[src/rtl/vita49_trig_logic.sv]
// -----------------------------------------------------------------------------
// vita49_trig_logic
// Timestamp-triggered sample gate for a VITA-49 style receive path. Software
// arms the block with a start time (integer seconds + 64-bit fractional count)
// and a burst length. Once the live timestamp reaches the programmed start, or
// immediately when requested, samples are passed through for samp_cnt beats.
// A samp_cnt of 0 means the burst runs until software aborts it.
//
// Ports
//   samp_clk              sample clock, the only clock
//   ARESET                asynchronous active-high reset
//   ctrl[2:0]             {immediate, abort, arm}; upper bits unused
//   trig_tsi              programmed start integer seconds
//   trig_tsf_hi/_lo       programmed start fractional count {hi,lo}
//   samp_cnt              samples per burst, 0 = unbounded
//   tsi / tsf             live timestamp from the timing unit
//   in_data / in_valid    incoming sample stream
//   out_data / out_valid  gated sample stream, one cycle behind the input
//   out_sof / out_eof     first / last beat of a burst
//   start_tsi/start_tsf   timestamp that started the current burst
//   status                {27'h0, late, done, run, armed, idle}
// -----------------------------------------------------------------------------
module vita49_trig_logic #(
    parameter int DATA_WIDTH = 32
) (
    input  logic                  samp_clk,
    input  logic                  ARESET,
    input  logic [31:0]           ctrl,
    input  logic [31:0]           trig_tsi,
    input  logic [31:0]           trig_tsf_hi,
    input  logic [31:0]           trig_tsf_lo,
    input  logic [31:0]           samp_cnt,
    input  logic [31:0]           tsi,
    input  logic [63:0]           tsf,
    input  logic [DATA_WIDTH-1:0] in_data,
    input  logic                  in_valid,
    output logic [DATA_WIDTH-1:0] out_data,
    output logic                  out_valid,
    output logic                  out_sof,
    output logic                  out_eof,
    output logic [31:0]           start_tsi,
    output logic [63:0]           start_tsf,
    output logic [31:0]           status
);

    typedef enum logic [1:0] {
        ST_IDLE  = 2'd0,
        ST_ARMED = 2'd1,
        ST_RUN   = 2'd2,
        ST_DONE  = 2'd3
    } state_t;

    state_t      state_r;

    // Registered processor-side controls
    logic [2:0]  ctrl_r;
    logic [31:0] trig_tsi_r;
    logic [63:0] trig_tsf_r;
    logic [31:0] samp_cnt_r;

    // Values captured at the arm edge
    logic [31:0] cap_tsi_r;
    logic [63:0] cap_tsf_r;
    logic [31:0] cap_cnt_r;

    logic        arm_prev_r;
    logic        first_armed_r;
    logic        passed_r;
    logic        late_r;
    logic [31:0] cnt_r;

    logic        arm_edge_s;
    logic        abort_s;
    logic        imm_s;
    logic        match_s;
    logic [31:0] cnt_next_s;
    logic        unused_ctrl_s;

    assign unused_ctrl_s = ^ctrl[31:3];

    assign arm_edge_s = ctrl_r[0] & ~arm_prev_r;
    assign abort_s    = ctrl_r[1];
    assign imm_s      = ctrl_r[2];
    // Plain unsigned 96-bit compare; a timestamp reload only moves this result.
    assign match_s    = imm_s | ({tsi, tsf} >= {cap_tsi_r, cap_tsf_r});
    assign cnt_next_s = cnt_r + 32'd1;

    assign status = {27'd0, late_r, (state_r == ST_DONE), (state_r == ST_RUN),
                     (state_r == ST_ARMED), (state_r == ST_IDLE)};

    // Register the processor control inputs and the arm-edge history
    always_ff @(posedge samp_clk or posedge ARESET) begin
        if (ARESET) begin
            ctrl_r     <= 3'd0;
            trig_tsi_r <= 32'd0;
            trig_tsf_r <= 64'd0;
            samp_cnt_r <= 32'd0;
            arm_prev_r <= 1'b0;
        end else begin
            ctrl_r     <= ctrl[2:0];
            trig_tsi_r <= trig_tsi;
            trig_tsf_r <= {trig_tsf_hi, trig_tsf_lo};
            samp_cnt_r <= samp_cnt;
            arm_prev_r <= ctrl_r[0];
        end
    end

    // Trigger FSM with the sample gate and all burst outputs
    always_ff @(posedge samp_clk or posedge ARESET) begin
        if (ARESET) begin
            state_r       <= ST_IDLE;
            cap_tsi_r     <= 32'd0;
            cap_tsf_r     <= 64'd0;
            cap_cnt_r     <= 32'd0;
            first_armed_r <= 1'b0;
            passed_r      <= 1'b0;
            late_r        <= 1'b0;
            cnt_r         <= 32'd0;
            out_data      <= '0;
            out_valid     <= 1'b0;
            out_sof       <= 1'b0;
            out_eof       <= 1'b0;
            start_tsi     <= 32'd0;
            start_tsf     <= 64'd0;
        end else begin
            out_valid     <= 1'b0;
            out_sof       <= 1'b0;
            out_eof       <= 1'b0;
            first_armed_r <= 1'b0;
            if (abort_s) begin
                // A burst cut short still gets a closing eof marker, without data
                if ((state_r == ST_RUN) && passed_r) begin
                    out_eof <= 1'b1;
                end else begin
                    out_eof <= 1'b0;
                end
                state_r <= ST_IDLE;
            end else begin
                case (state_r)
                    ST_IDLE: begin
                        if (arm_edge_s) begin
                            state_r       <= ST_ARMED;
                            cap_tsi_r     <= trig_tsi_r;
                            cap_tsf_r     <= trig_tsf_r;
                            cap_cnt_r     <= samp_cnt_r;
                            cnt_r         <= 32'd0;
                            passed_r      <= 1'b0;
                            late_r        <= 1'b0;
                            first_armed_r <= 1'b1;
                        end else begin
                            state_r <= ST_IDLE;
                        end
                    end
                    ST_ARMED: begin
                        // The sample present on the match cycle is not passed
                        if (match_s) begin
                            state_r   <= ST_RUN;
                            start_tsi <= tsi;
                            start_tsf <= tsf;
                            if (first_armed_r && !imm_s) begin
                                late_r <= 1'b1;
                            end else begin
                                late_r <= late_r;
                            end
                        end else begin
                            state_r <= ST_ARMED;
                        end
                    end
                    ST_RUN: begin
                        if (in_valid) begin
                            out_valid <= 1'b1;
                            out_data  <= in_data;
                            out_sof   <= ~passed_r;
                            passed_r  <= 1'b1;
                            cnt_r     <= cnt_next_s;
                            // cap_cnt_r of 0 never terminates; the counter just wraps
                            if ((cap_cnt_r != 32'd0) && (cnt_next_s == cap_cnt_r)) begin
                                out_eof <= 1'b1;
                                state_r <= ST_DONE;
                            end else begin
                                state_r <= ST_RUN;
                            end
                        end else begin
                            state_r <= ST_RUN;
                        end
                    end
                    ST_DONE: begin
                        if (!ctrl_r[0]) begin
                            state_r <= ST_IDLE;
                        end else begin
                            state_r <= ST_DONE;
                        end
                    end
                    default: begin
                        state_r <= ST_IDLE;
                    end
                endcase
            end
        end
    end

endmodule

[config.mk]
export PLATFORM = sky130hd
export DESIGN_NAME = vita49_trig_logic
export DESIGN_NICKNAME = d
export VERILOG_FILES = /design/src/rtl/vita49_trig_logic.sv
export SDC_FILE = /design/constraint.sdc
export NUM_CORES = 1
export LEC_CHECK = 0
export BUFFER_PORTS_ARGS = -buffer_cell sky130_fd_sc_hd__buf_2
export CORE_UTILIZATION = 48
export CTS_CLUSTER_SIZE = 25
export DETAILED_ROUTE_END_ITERATION = 7
export HOLD_SLACK_MARGIN = 0.12
export PLACE_DENSITY = 0.76
export SYNTH_ARGS = -nofsm -noshare
export SYNTH_HDL_FRONTEND = slang
export SYNTH_SLANG_ARGS = --single-unit
[constraint.sdc]
create_clock -name samp_clk -period 13.1 [get_ports samp_clk]
set_clock_uncertainty 0.2 [all_clocks]
set_input_delay 1.965 -clock samp_clk [delete_from_list [all_inputs] [get_ports samp_clk]]
set_output_delay 1.965 -clock samp_clk [all_outputs]
set_load 0.005 [all_outputs]
==> results.sh, run 1 <==
export IMPL_die_y_um=197
export IMPL_crit_path_top_delay_cell="nor4_1"
export IMPL_htreeDepth=2
export IMPL_leakage_nw=10.8
export IMPL_core_area_um2=37000
export IMPL_async_flop_share_pct=100
export IMPL_antenna_left=0
export IMPL_crit_top_cell="nand4_1"
export IMPL_first_iter_violations=748
export IMPL_hold_class="flip-flop to flip-flop"
export IMPL_rsz0062_at_grt="false"
export IMPL_io_buffers=397
export IMPL_overflow=0
export IMPL_gp_congestion=0.908
export IMPL_r2r_start="cap_tsf_r[63]"
export IMPL_final_cell_mix="dfrtp_1 (428), buf_2 (397), nand2_1 (344)"
export IMPL_whs_ns=0.233
export IMPL_netlist_instances=1661
export IMPL_rows=70
export IMPL_critical_path_cell_chain="buf_2, ha_1, nand4_1, nor4_1, nand4_1, a211o_1, a31o_2, a21o_4, buf_4, mux2_2"
export IMPL_path_delay_family="simple AND/OR/NAND/NOR gates"
export IMPL_startpoint="tsf[61]"
export IMPL_cp_required_ns=13.35
export IMPL_setup_slack_ns=7.75
export IMPL_path_max_fanout=64
export IMPL_synth_top_cell_area_share_pct=58.9
export IMPL_tritoncts="done"
export IMPL_worst_pin_slew_ns=1.18
export IMPL_netlist_area_um2=18200
export IMPL_grt_start_max_net_pins=116
export IMPL_drv_slew=0
export IMPL_synth_area_leaders="dfrtp_1 (59%), nand2_1 (7.1%), ha_1 (6.7%), mux2_2 (6.0%), o21ai_0 (4.2%)"
export IMPL_cp_num_buf_inv=2
export IMPL_grt_pass1_vias=13825
export IMPL_cts_root_buf="clkbuf_16"
export IMPL_fp_dieArea_um2=38700
export IMPL_setup_worst_path_start_class="primary input"
export IMPL_nNetsFinal=2429
export IMPL_drive_above_1_share_pct=28.6
export IMPL_ctsHoldBuffers=0
export IMPL_fmax_mhz=187
export IMPL_synth_seq_cells=428
export IMPL_pre_cts_ws_ns=7.16
export IMPL_yosys_cell_types_count=64
export IMPL_via_per_inst=5.19
export IMPL_irDropWorstVdd_uv=144
export IMPL_clock_sinks=428
export IMPL_n_fill_cell=3064
export IMPL_antenna_found_initial=9
export IMPL_wl_mm=44.1
export IMPL_setup_viol=0
export IMPL_fin_crit_ns=5.35
export IMPL_fin_crit_sh_pct=40.8
export IMPL_die_w_um=197
export IMPL_hp_start="ctrl_r[0]"
export IMPL_ios=454
export IMPL_numCtsBuffers=45
export IMPL_mostFrequentLayoutCell="dfrtp_1"
export IMPL_hpwl_mm=31.7
export IMPL_cap_violations=0
export IMPL_post_cts_setup_buffers=0
export IMPL_syn_avg_cell_area_um2=10.9
export IMPL_critPathKind="primary input to flip-flop"
export IMPL_critPathArrivalTime_ns=5.60
export IMPL_clock_latency_ns=0.57
export IMPL_finalSetupTns_ns=0
export IMPL_cpPeakStageDelay_ns=0.68
export IMPL_clockBufferDepth=3
export IMPL_start_util_pct=49.2
export IMPL_drc=0
export IMPL_synthFlopType="dfrtp_1"
export IMPL_area_delta_synth_final_pct=20.6
export IMPL_cts_resized=0
export IMPL_synth_edf_count=0
export IMPL_synth_warnings=0
export IMPL_clkTransAtPathRegs_ns=0.06
export IMPL_yosysSeqAreaShare_pct=58.9
export IMPL_grt_pass1_wl_mm=70.5
export IMPL_p_per_area_nw_per_um2=186
export IMPL_wl_per_cell_um=17.1
export IMPL_grt_usage_pct=23.1
export IMPL_slew_headroom_pct=21.0
export IMPL_drt_pass1_iterations=5
export IMPL_hold_violations=0
export IMPL_worstSetupEndpointType="flip-flop"
export IMPL_yosysTopAreaCell="dfrtp_1"
export IMPL_vias=13393
export IMPL_status="finished, final reports clean"
## flip-flops by register name (all words and copies together) (netlist names), 2 cells and up
register    cells
cap_cnt_r      32
cap_tsf_r      64
cap_tsi_r      32
cnt_r          32
ctrl_r          3
out_data       32
samp_cnt_r     32
start_tsf      64
start_tsi      32
state_r         2
trig_tsf_r     64
trig_tsi_r     32
## metrics by stage
| stage | area [um^2] | utilization [%] | std cells | total power [mW] |
|---|---|---|---|---|
| floorplan | 18300 | - | 1687 | 2.45 |
| global placement | 20500 | 55.5 | 2498 | 2.81 |
| detailed placement | 20500 | 55.5 | 2498 | 2.88 |
| CTS | 21900 | 59.3 | 2577 | 4.13 |
| global route | 21900 | 59.3 | 2579 | 4.34 |
| finish | 21900 | 59.3 | 2579 | 4.09 |
## cell usage after synthesis, types with 3 or more instances
| library cell | count |
|---|---|
| a211oi_1 | 4 |
| a21o_1 | 11 |
| a21oi_1 | 58 |
| a22o_1 | 3 |
| a31o_2 | 3 |
| a31oi_1 | 7 |
| and2_1 | 6 |
| and3_1 | 4 |
| and4_1 | 8 |
| buf_1 | 7 |
| buf_2 | 10 |
| buf_4 | 28 |
| clkbuf_1 | 56 |
| dfrtp_1 | 428 |
| ha_1 | 97 |
| inv_1 | 105 |
| mux2_2 | 97 |
| nand2_1 | 344 |
| nand2b_1 | 5 |
| nand3_1 | 28 |
| nand4_1 | 33 |
| nor2_1 | 27 |
| nor2b_1 | 6 |
| nor3_1 | 10 |
| nor3b_1 | 4 |
| nor4_1 | 17 |
| o211ai_1 | 4 |
| o21ai_0 | 153 |
| o31a_1 | 3 |
| o31ai_1 | 10 |
| o41ai_1 | 4 |
| or3_1 | 4 |
| xnor2_1 | 25 |
| xor2_1 | 16 |
## report_power, final
part           internal (mW)  total, mW  switching [mW]
Combinational          0.494       1.00           0.509
Clock                  0.714       1.23           0.514
Sequential              1.67       1.86           0.184
## cell families after synthesis
family / synth area share, %
simple gates: 12.7
fa+ha+maj: 6.67
other cells: 0.0206
compound gates: 8.72
mux: 6.06
flops: 58.9
xor+xnor: 1.97
buf+inv: 4.94
## worst register-to-register path: stages, from the launching register on
cell     delay, ns
dfrtp_1       0.33
inv_1         0.05
ha_1          0.32
nand4_1       0.20
nor4_1        0.68
nand4_1       0.33
a211o_1       0.36
a31o_2        0.30
a21o_4        0.39
buf_4         0.42
mux2_2        0.50
## cell type report
cell class,instances,area [um^2],share of cell area [%]
Antenna cell,2,5.00,0.0228
Inverter,107,410,1.87
Multi-Input combinational cell,1051,6680,30.5
Clock buffer,66,1320,6.00
Sequential cell,428,10700,48.8
Timing Repair Buffer,408,2070,9.44
Clock inverter,13,108,0.491
Tap cell,504,631,2.88
## path summary, 6_finish.rpt
| check | cells past startpoint | to | slack (ns) |
|---|---|---|---|
| max | 10 | start_tsf[50] | 7.75 |
| min | 0 | arm_prev_r | 0.23 |
| max reg2reg | 10 | start_tsf[50] | 8.90 |
| min reg2reg | 0 | arm_prev_r | 0.23 |
| max in group asynchronous | 5 | cap_tsf_r[60] | 8.81 |
| min in group asynchronous | 3 | samp_cnt_r[27] | 1.45 |
## metal layers
metal	track usage [%]	routed length, um	vias up	share of wire (%)
met3	5.13	2810	90	6.4
met5	0	46	-	0.10
met1	27.5	17500	6533	40
met2	41.0	22600	429	51
li1	-	-	6333	-
met4	8.35	1190	8	2.7
Power figures use the tool's default switching activity.
==> inputs of run 2 (changes only) <==
==> constraint.sdc (replaced) <==
create_clock -name samp_clk -period 4.32 [get_ports samp_clk]
set_clock_uncertainty 0.2 [all_clocks]
set_input_delay 0.648 -clock samp_clk [delete_from_list [all_inputs] [get_ports samp_clk]]
set_output_delay 0.648 -clock samp_clk [all_outputs]
set_load 0.005 [all_outputs]
==> run 2 against run 1 <==
  * First-iteration DRC count rose by 0.94%
  * Combinational power rose to 3.4 times the previous value
  * Non-clock buffer count rose by 226
  * Critical path depth rose by 2
  * Via count increased by 11%
  * Worst hold slack lost 0.087 ns
  * Final cell count grew 8.9%
==> results.sh, run 2 (same netlist as run 1, synthesis figures left out) <==
export IMPL_status="finished, final reports clean"
export IMPL_drt_pass1_iterations=5
export IMPL_leakage_nw=11.9
export IMPL_multi_input_area_um2=6680
export IMPL_fmax_mhz=250
export IMPL_p_per_area_nw_per_um2=532
export IMPL_drc=0
export IMPL_htreeDepth=2
export IMPL_hold_class="primary input to flip-flop"
export IMPL_pre_cts_ws_ns=0.403
export IMPL_setup_viol=0
export IMPL_drv_slew=0
export IMPL_hold_violations=0
export IMPL_tritoncts="done"
export IMPL_start_util_pct=49.2
export IMPL_post_cts_setup_buffers=0
export IMPL_regArea_um2=10700
export IMPL_clockBufferDepth=3
export IMPL_wl_mm=51.9
export IMPL_critPathKind="primary input to flip-flop"
export IMPL_cap_violations=0
export IMPL_cts_root_buf="clkbuf_16"
export IMPL_first_iter_violations=755
export IMPL_nNetsFinal=2655
export IMPL_top_regs="cap_tsf_r: 64 flops, start_tsf: 64 flops, trig_tsf_r: 64 flops"
export IMPL_overflow=0
export IMPL_wl_per_cell_um=18.5
export IMPL_wl_met3_mm=3.10
export IMPL_finalNonFillerCells=2809
export IMPL_fp_dieArea_um2=38700
export IMPL_grt_start_max_net_pins=128
export IMPL_hold_depth=2
export IMPL_area_delta_synth_final_pct=33.8
export IMPL_via_per_inst=5.30
export IMPL_met2_wirelength_mm=26.7
export IMPL_fin_util_pct=65.8
export IMPL_die_w_um=197
export IMPL_mostFrequentLayoutCell="dfrtp_1"
export IMPL_top_layer_used="met5"
export IMPL_cp_required_ns=4.58
export IMPL_path_max_fanout=44
export IMPL_core_area_um2=37000
export IMPL_antenna_found_initial=7
export IMPL_vias=14890
export IMPL_clkTransAtPathRegs_ns=0.06
export IMPL_met1_length_mm=19.8
export IMPL_ios=454
export IMPL_die_y_um=197
export IMPL_place_inst=2506
export IMPL_final_cell_mix="dfrtp_1 (428), buf_2 (397), nand2_1 (344)"
export IMPL_worst_pin_slew_ns=0.908
export IMPL_critPathArrivalTime_ns=4.26
export IMPL_clock_sinks=428
export IMPL_finalSetupTns_ns=0
export IMPL_worstSetupEndpointType="flip-flop"
export IMPL_irDropWorstVdd_uv=435
export IMPL_clock_latency_ns=0.58
export IMPL_grt_pass1_wl_mm=82.8
export IMPL_fin_crit_sh_pct=92.7
export IMPL_n_fill_cell=2629
export IMPL_slew_headroom_pct=39.4
export IMPL_gp_congestion=0.879
export IMPL_antenna_left=0
export IMPL_hpwl_mm=31.9
export IMPL_grt_usage_pct=27.3
export IMPL_numCtsBuffers=45
export IMPL_grt_pass1_vias=15862
export IMPL_drive_above_1_share_pct=26.1
export IMPL_reg2reg_depth=10
export IMPL_setup_worst_path_start_class="primary input"
export IMPL_rsz0062_at_grt="false"
export IMPL_rows=70
export IMPL_setup_slack_ns=0.315
export IMPL_fin_crit_ns=4.01
export IMPL_io_buffers=397
==> run 2: area by class of cell <==
type	count	area share, %
clock inverter	12	0.509
clock buffer	67	5.51
inverter	107	1.69
sequential	428	44.0
tap	504	2.59
timing repair buffer	634	18.1
multi-input combinational	1051	27.5
antenna	6	0.0617
==> run 2: through the flow <==
stage                     area [um^2]  hold WS (ns)  power (mW)
final                           24300         0.146        12.9
after global placement          20700         0.211        8.58
after detailed placement        20700         0.217        8.75
after global routing            24300         0.124        13.6
after floorplan                 18300         0.190        7.42
after CTS                       24300         0.121        12.8
==> run 2: metal layers <==
layer  vias to the layer above  global-route usage (%)
met4                         2                    14.0
met5                         -                       0
met1                      7305                    32.5
met3                       162                    4.50
li1                       6785                       -
met2                       636                    47.8
==> run 2: final timing paths <==
path	start	endpoint	slack [ns]
min reg2reg	samp_cnt_r[24]	cap_cnt_r[24]	0.24
max	tsf[63]	start_tsf[32]	0.31
min in group asynchronous	ARESET	samp_cnt_r[26]	0.62
max in group asynchronous	ARESET	start_tsf[58]	2.20
max reg2reg	cap_tsf_r[45]	start_tsf[32]	0.61
min	tsi[23]	start_tsi[23]	0.15
==> run 2: what timing repair did <==
action                                 CTS  global route
gates resized for setup                  0             0
endpoints found under the hold margin  240             0
hold buffers                           218             0
==> run 2: report_power, final <==
part           switching (mW)  internal [mW]
clock network            1.62           2.22
logic                    1.74           1.66
registers               0.623           5.07
total                    3.98           8.95
==> run 2: worst max-delay path, cell delays in order <==
cell           delay (ns)
dlygate4sd3_1        0.53
buf_2                0.14
ha_1                 0.34
nand4_1              0.23
nor4_1               0.41
buf_4                0.20
nand4_1              0.18
a211o_1              0.34
a31o_2               0.30
a21o_4               0.36
buf_12               0.24
mux2_2               0.32
